`src/rtl/risc_fetch_pkg.sv`:
```
// Shared types and constants for the fetch stage of the 16-bit RISC core.
package risc_fetch_pkg;

  localparam int WORD_W = 16;
  localparam logic [WORD_W-1:0] RESET_VEC_DEF = 16'h0000;

  // IDLE: nothing outstanding, WAIT: request live and ACK accepted,
  // DROP: request live but its ACK is thrown away, TRAP: halted after PC wrap.
  typedef enum logic [1:0] {
    S_IDLE = 2'd0,
    S_WAIT = 2'd1,
    S_DROP = 2'd2,
    S_TRAP = 2'd3
  } fetch_state_t;

  typedef struct packed {
    logic [WORD_W-1:0] word;
    logic [WORD_W-1:0] pc;
  } fetch_entry_t;

endpackage

```
`src/rtl/fetch_skid_buf.sv`:
```
// Instruction register plus one skid entry, each holding {word, pc}.
// Entries leave in arrival order; flush empties both.
module fetch_skid_buf
  import risc_fetch_pkg::*;
(
  input  logic         clk,
  input  logic         rst,
  input  logic         push,
  input  fetch_entry_t push_entry,
  input  logic         pop,
  input  logic         flush,
  output logic         ir_valid,
  output fetch_entry_t ir_entry,
  output logic         full,
  output logic         full_next
);

  fetch_entry_t skid_q;
  logic         pop_eff;

  assign pop_eff = pop && ir_valid;

  // Occupancy of the skid slot after this edge, used by the fetch FSM
  // to decide whether another request may follow immediately.
  always_comb begin
    full_next = full;
    if (flush) begin
      full_next = 1'b0;
    end else if (pop_eff) begin
      full_next = full && push;
    end else if (ir_valid) begin
      full_next = full || push;
    end
  end

  always_ff @(posedge clk) begin
    if (rst) begin
      ir_valid <= 1'b0;
      ir_entry <= '0;
      skid_q   <= '0;
      full     <= 1'b0;
    end else if (flush) begin
      ir_valid <= 1'b0;
      full     <= 1'b0;
    end else begin
      full <= full_next;
      if (pop_eff) begin
        if (full) begin
          ir_entry <= skid_q;
          if (push) begin
            skid_q <= push_entry;
          end
        end else if (push) begin
          ir_entry <= push_entry;
        end else begin
          ir_valid <= 1'b0;
        end
      end else if (!ir_valid) begin
        if (push) begin
          ir_entry <= push_entry;
          ir_valid <= 1'b1;
        end
      end else if (push) begin
        skid_q <= push_entry;
      end
    end
  end

endmodule

```
`src/rtl/pc_fetch_unit.sv`:
```
// Program counter, single-outstanding instruction fetch FSM and IR/skid buffering.
// Define PC_WRAP_TRAP_EN to halt in a TRAP state after the PC wraps past 16'hFFFF.
module pc_fetch_unit
  import risc_fetch_pkg::*;
#(
  parameter logic [WORD_W-1:0] RESET_VEC = RESET_VEC_DEF
) (
  input  logic              CLK,
  input  logic              RST,
  input  logic              BR_TAKEN,
  input  logic [WORD_W-1:0] BR_TARGET,
  output logic              IMEM_REQ,
  output logic [WORD_W-1:0] IMEM_ADDR,
  input  logic              IMEM_ACK,
  input  logic [WORD_W-1:0] IMEM_DATA,
  output logic [WORD_W-1:0] INC_IN,
  input  logic [WORD_W-1:0] INC_OU,
  input  logic              INC_COUT,
  output logic              IR_VALID,
  output logic [WORD_W-1:0] IR,
  output logic [WORD_W-1:0] IR_PC,
  input  logic              IR_READY,
  output logic              TRAP
);

  fetch_state_t      state;
  fetch_state_t      state_n;
  logic [WORD_W-1:0] pc;
  logic [WORD_W-1:0] pc_n;
  logic [WORD_W-1:0] addr_n;
  logic [WORD_W-1:0] seq_pc;
  logic              req_n;
  logic              accept;
  logic              wrap_trap;
  logic              skid_full;
  logic              skid_full_next;
  fetch_entry_t      push_entry;
  fetch_entry_t      ir_entry;

  assign INC_IN = pc;
  assign seq_pc = INC_COUT ? '0 : INC_OU;

  // A branch in the same cycle kills the ACK.
  assign accept     = (state == S_WAIT) && IMEM_ACK && !BR_TAKEN;
  assign push_entry = '{word: IMEM_DATA, pc: IMEM_ADDR};

`ifdef PC_WRAP_TRAP_EN
  assign wrap_trap = INC_COUT;
  assign TRAP      = (state == S_TRAP);
`else
  assign wrap_trap = 1'b0;
  assign TRAP      = 1'b0;
`endif

  fetch_skid_buf u_skid (
    .clk       (CLK),
    .rst       (RST),
    .push      (accept),
    .push_entry(push_entry),
    .pop       (IR_READY),
    .flush     (BR_TAKEN),
    .ir_valid  (IR_VALID),
    .ir_entry  (ir_entry),
    .full      (skid_full),
    .full_next (skid_full_next)
  );

  assign IR    = ir_entry.word;
  assign IR_PC = ir_entry.pc;

  always_comb begin
    state_n = state;
    pc_n    = pc;
    addr_n  = IMEM_ADDR;
    if (BR_TAKEN) begin
      pc_n = BR_TARGET;
      case (state)
        S_WAIT:  state_n = IMEM_ACK ? S_IDLE : S_DROP;
        S_DROP:  state_n = S_DROP;
        default: state_n = S_IDLE;
      endcase
    end else begin
      case (state)
        S_IDLE: begin
          if (!skid_full || (IR_VALID && IR_READY)) begin
            state_n = S_WAIT;
            addr_n  = pc;
          end
        end
        S_WAIT: begin
          if (IMEM_ACK) begin
            pc_n = seq_pc;
            if (wrap_trap) begin
              state_n = S_TRAP;
            end else if (!skid_full_next) begin
              state_n = S_WAIT;
              addr_n  = seq_pc;
            end else begin
              state_n = S_IDLE;
            end
          end
        end
        S_DROP: begin
          if (IMEM_ACK) begin
            state_n = S_IDLE;
          end
        end
`ifdef PC_WRAP_TRAP_EN
        S_TRAP:  state_n = S_TRAP;
`endif
        default: state_n = S_IDLE;
      endcase
    end
  end

  assign req_n = (state_n == S_WAIT) || (state_n == S_DROP);

  always_ff @(posedge CLK) begin
    if (RST) begin
      state     <= S_IDLE;
      pc        <= RESET_VEC;
      IMEM_ADDR <= RESET_VEC;
      IMEM_REQ  <= 1'b0;
    end else begin
      state     <= state_n;
      pc        <= pc_n;
      IMEM_ADDR <= addr_n;
      IMEM_REQ  <= req_n;
    end
  end

endmodule

```
`config.mk`:
```
export PLATFORM = sky130hd
export DESIGN_NAME = pc_fetch_unit
export DESIGN_NICKNAME = d
export VERILOG_FILES = /design/src/rtl/risc_fetch_pkg.sv /design/src/rtl/fetch_skid_buf.sv /design/src/rtl/pc_fetch_unit.sv
export SDC_FILE = /design/constraint.sdc
export NUM_CORES = 1
export LEC_CHECK = 0
export BUFFER_PORTS_ARGS = -buffer_cell sky130_fd_sc_hd__buf_4
export CORE_MARGIN = 4
export CORE_UTILIZATION = 35
export DETAILED_ROUTE_END_ITERATION = 10
export GPL_ROUTABILITY_DRIVEN = 0
export PLACE_DENSITY = 0.58
export SLEW_MARGIN = 20
export SYNTH_ARGS = -nofsm -noshare
export SYNTH_HDL_FRONTEND = slang
export SYNTH_HIERARCHICAL = 1
export SYNTH_SLANG_ARGS = --single-unit
```
`constraint.sdc`:
```
create_clock -name CLK -period 2.7 [get_ports CLK]
set_clock_uncertainty 0.15 [all_clocks]
set_input_delay 0.27 -clock CLK [delete_from_list [all_inputs] [get_ports CLK]]
set_output_delay 0.27 -clock CLK [all_outputs]
set_load 0.02 [all_outputs]
```
==> impl_results.rst <==
.. list-table::
   :header-rows: 1

   * - Metric
     - Value
   * - Outcome
     - complete, no violations
   * - Highest Clock Rate
     - 403 MHz
   * - Final setup violating endpoints
     - 0
   * - Arrival time of the worst setup path
     - 2.59 ns
   * - Initial standard-cell utilization of the core
     - 0.362
   * - Per-cell routed wire length
     - 17.8 µm
   * - Source-to-sink clock delay at the later pin of the worst-skew pair
     - 0.34 ns
   * - Power consumption
     - 3400 µW
   * - Max incr delay on CP
     - 0.36 ns
   * - Total instance count after detailed placement
     - 841
   * - Tightest Hold Check Type
     - primary input to register
   * - Actual transition at the worst max-transition pin
     - 0.788 ns
   * - Via count of the first global-routing pass
     - 4693
   * - Compound-gate portion of the synthesized area
     - 0.290
   * - Headroom to the max-slew limit
     - 0.475
   * - Total iterations of the first detailed-routing run
     - 5
   * - Post-Layout Cell Count
     - 864
   * - Drt total wl
     - 15.4 mm
   * - Internal power
     - 2510 µW
   * - Top-level I/O count
     - 121
   * - Worst Setup Start Kind
     - register
   * - Total grt overflow
     - 0
   * - Count of nets after finishing
     - 738
   * - Sinks on the clock net
     - 101
   * - Smallest hold slack
     - 0.0175 ns
   * - Logic pwr share
     - 0.143
   * - Standard cell core area
     - 0.0141 mm²
   * - Wire length of the first global-routing pass
     - 24.7 mm
   * - Antenna diode count
     - 0
   * - Total CTS buffers
     - 9
   * - Area after DPL
     - 0.00606 mm²
   * - Fillers
     - 1412
   * - Area of all placed cells without fillers
     - 0.00645 mm²
   * - Simple-gate share of the synthesized area
     - 0.223
   * - Antenna violations before repair
     - 0
   * - Syn nets
     - 654
   * - Input/output buffers
     - 119
   * - Adder and majority gate portion of the synthesized area
     - 0.00982
   * - Multiplexer fraction of the synthesized cell area
     - 0.00196
   * - Setup repair after global routing missed its margin
     - no
   * - CP Capture Type
     - register
   * - Setup TNS
     - 0 ns
   * - Period Utilization, post-route
     - 0.920
   * - Biggest area contributors in the synthesized netlist
     - sky130_fd_sc_hd__dfxtp_1 (40%), sky130_fd_sc_hd__a311oi_2 (9.4%), sky130_fd_sc_hd__a21oi_1 (6.5%), sky130_fd_sc_hd__nand2_1 (5.8%), sky130_fd_sc_hd__o31ai_1 (4.7%)
   * - Number of vias in the routed layout
     - 4878
   * - Average cell area after synthesis
     - 8.55 µm²
   * - Number of flip-flops and latches in the synthesized netlist
     - 101
   * - Core Rows
     - 43
   * - Gate Count Post-Synth
     - 596
   * - Syn-to-layout area delta
     - 26.5%
   * - Ratio of cells with drive above 1 in the final layout
     - 0.284
   * - P_sw
     - 891 µW
   * - Post-synth top area share
     - 0.397
   * - Proportion of power drawn by the clock network
     - 0.391
   * - Critical path's slowest cell
     - sky130_fd_sc_hd__dfxtp_2
   * - Bufs on Longest Clock Path
     - 2
   * - Final Slew Violations
     - 0
   * - Cell area power density
     - 527 mW/mm²
   * - Clock Pin Slew Worst Setup and Hold Paths
     - 0.06 ns
   * - Count leader, synth
     - sky130_fd_sc_hd__dfxtp_1
   * - Cell type with the highest occurrence count on the critical path
     - sky130_fd_sc_hd__nor2_1
   * - Critical Path, Cell by Cell
     - inv_1 > ha_1 > nand2_4 > nor2_1 > a21oi_1 > a2bb2oi_2 > nor2_1 > nor2b_1 > mux2i_1 > nor3_4 > buf_12 > nor2_1 > a311oi_2
   * - Category of the critical setup timing path
     - register to register
   * - 1st-iter DRT viols
     - 361
   * - Post-synthesis cell type with the largest combined area
     - sky130_fd_sc_hd__dfxtp_1
   * - Sum of net half-perimeters after detailed placement
     - 10.2 mm
   * - XOR/XNOR Fraction of Synth Area
     - 0.00172
   * - Area of the die
     - 0.0166 mm²
   * - Count of H-tree levels built during CTS
     - 3
   * - Die Span Y
     - 129 µm
   * - Warning count from the yosys run
     - 6
   * - Combinational family with the most area after synthesis
     - compound AO/OA/AOI/OAI gates
   * - Reported max-cap violation count
     - 0
   * - Part of the total power dissipated in sequential elements
     - 0.466
   * - Leading post-synthesis cells by instance count
     - sky130_fd_sc_hd__dfxtp_1 (101), sky130_fd_sc_hd__nand2_1 (79), sky130_fd_sc_hd__a21oi_1 (66), sky130_fd_sc_hd__nor2_1 (38), sky130_fd_sc_hd__clkbuf_1 (37)
   * - Pin count of the biggest net entering global routing
     - 64
   * - Cell area after synthesis
     - 0.00510 mm²
   * - Switching Share
     - 0.262
   * - Residual antenna-violating net count after detailed routing
     - 0
   * - Post-layout minimum cycle time
     - 2.48 ns
   * - Synth cell types
     - 40
   * - Overall die width
     - 129 µm
   * - Largest voltage drop on the vdd net
     - 0.360 mV
   * - CTS tree
     - done
   * - Number of vias per cell after detailed routing
     - 5.65
   * - Leakage power summed over all cells
     - 0.00229 µW
   * - Sequential element share of the synthesized area
     - 0.397
   * - Number of enable flip-flop cells after synthesis
     - 0
   * - Most frequently used flop master after synthesis
     - sky130_fd_sc_hd__dfxtp_1
   * - GRT Total Usage
     - 0.183
   * - Hold Fails Final Rpt
     - 0
   * - Share of async-settable or async-resettable flops after synthesis
     - 0
   * - Worst-path fanout max
     - 32
   * - CP Data Required Time
     - 2.81 ns
   * - Number of design rule violations left after detail routing
     - 0
   * - Clock root buffer
     - sky130_fd_sc_hd__clkbuf_16
cell type report:
class / count / area (µm²) / share of cell area
Multi-Input combinational cell: 413 / 2700 / 0.419
Clock buffer: 12 / 256 / 0.0398
Sequential cell: 101 / 2020 / 0.314
Timing Repair Buffer: 148 / 1170 / 0.181
Tap cell: 180 / 225 / 0.0349
Clock inverter: 3 / 45.0 / 0.00699
Inverter: 7 / 26.3 / 0.00408
cell families after synthesis:
group           after synthesis
compound gates              189
xor+xnor                      1
fa+ha+maj                     4
buf+inv                      82
flops                       101
mux                           1
other cells                   1
simple gates                217
flip-flops by register name (all words and copies together), names as in the netlist:
register and count:
IMEM_ADDR 16, IMEM_REQ 1, INC_IN 16, state 2
u_skid/full 1, u_skid/ir_entry 32, u_skid/ir_valid 1, u_skid/skid_q 32
path summary, 6_finish.rpt:
check,endpoint,startpoint,slack [ns],cells past startpoint
setup reg to reg,IMEM_ADDR[12],state[1],0.22,13
hold reg to reg,u_skid/skid_q[3],u_skid/skid_q[3],0.32,2
setup / recovery,IMEM_ADDR[12],state[1],0.22,13
hold / removal,INC_IN[7],BR_TARGET[7],0.02,3
through the flow:
| stage | setup slack, ns | utilization |
|---|---|---|
| after floorplan | 0.000144 | - |
| after global placement | 0.295 | 0.430 |
| after detailed placement | 0.187 | 0.430 |
| after CTS | 0.165 | 0.457 |
| after global routing | 0.0108 | 0.457 |
| final | 0.216 | 0.457 |
worst max-delay path, delay by kind of cell (launching register included):
kind                     cells  cell delay, ns
AND/OR/NAND/NOR              6            0.63
AO/OA/AOI/OAI                3            0.61
flip-flops                   1            0.36
buffers and inverters        2            0.27
adder cells (fa/ha/maj)      1            0.22
multiplexers                 1            0.13
power by group through the flow:
stage,Sequential (µW),Clock (µW),Combinational [µW]
6_report,1580,1330,485
5_1_grt,1590,1420,525
4_1_cts,1580,1360,486
3_5_place_dp,1620,0,476
3_3_place_gp,1620,0,468
2_1_floorplan,1650,0,234
cell usage in the layout (no fill, tap or decap), drive strengths merged:
cell type / n
nand4b: 16
a32oi: 1
and2: 1
nand3b: 16
nor2: 38
a2bb2oi: 1
clkinvlp: 2
nor2b: 6
and2b: 1
mux2i: 1
dfxtp: 101
o221a: 2
a21boi: 2
nor3: 3
nand3: 2
conb: 1
inv: 7
a311oi: 47
dlygate4sd3: 8
o31ai: 32
a31oi: 30
ha: 4
nand2: 79
nand4: 32
a31o: 1
buf: 140
and3: 3
o21ai: 3
clkbuf: 12
nand2b: 20
o22ai: 2
bufinv: 1
a21oi: 66
a21o: 1
xor2: 1
a22o: 1
timing repair:
action                                  4_1_cts  5_1_grt
hold buffers                                  8        0
setup buffers                                 0        0
endpoints found under the setup margin        0       17
gates resized for setup                       0        2
endpoints found under the hold margin         8        0
per-layer routing:
metal | up-vias | share of wire | track usage
met4 | 0 | 0.016 | 0.0692
met2 | 182 | 0.46 | 0.284
met3 | 16 | 0.062 | 0.0328
met1 | 2302 | 0.46 | 0.253
li1 | 2378 | - | -
met5 | - | 0 | 0
(Power assumes the default switching activity.)
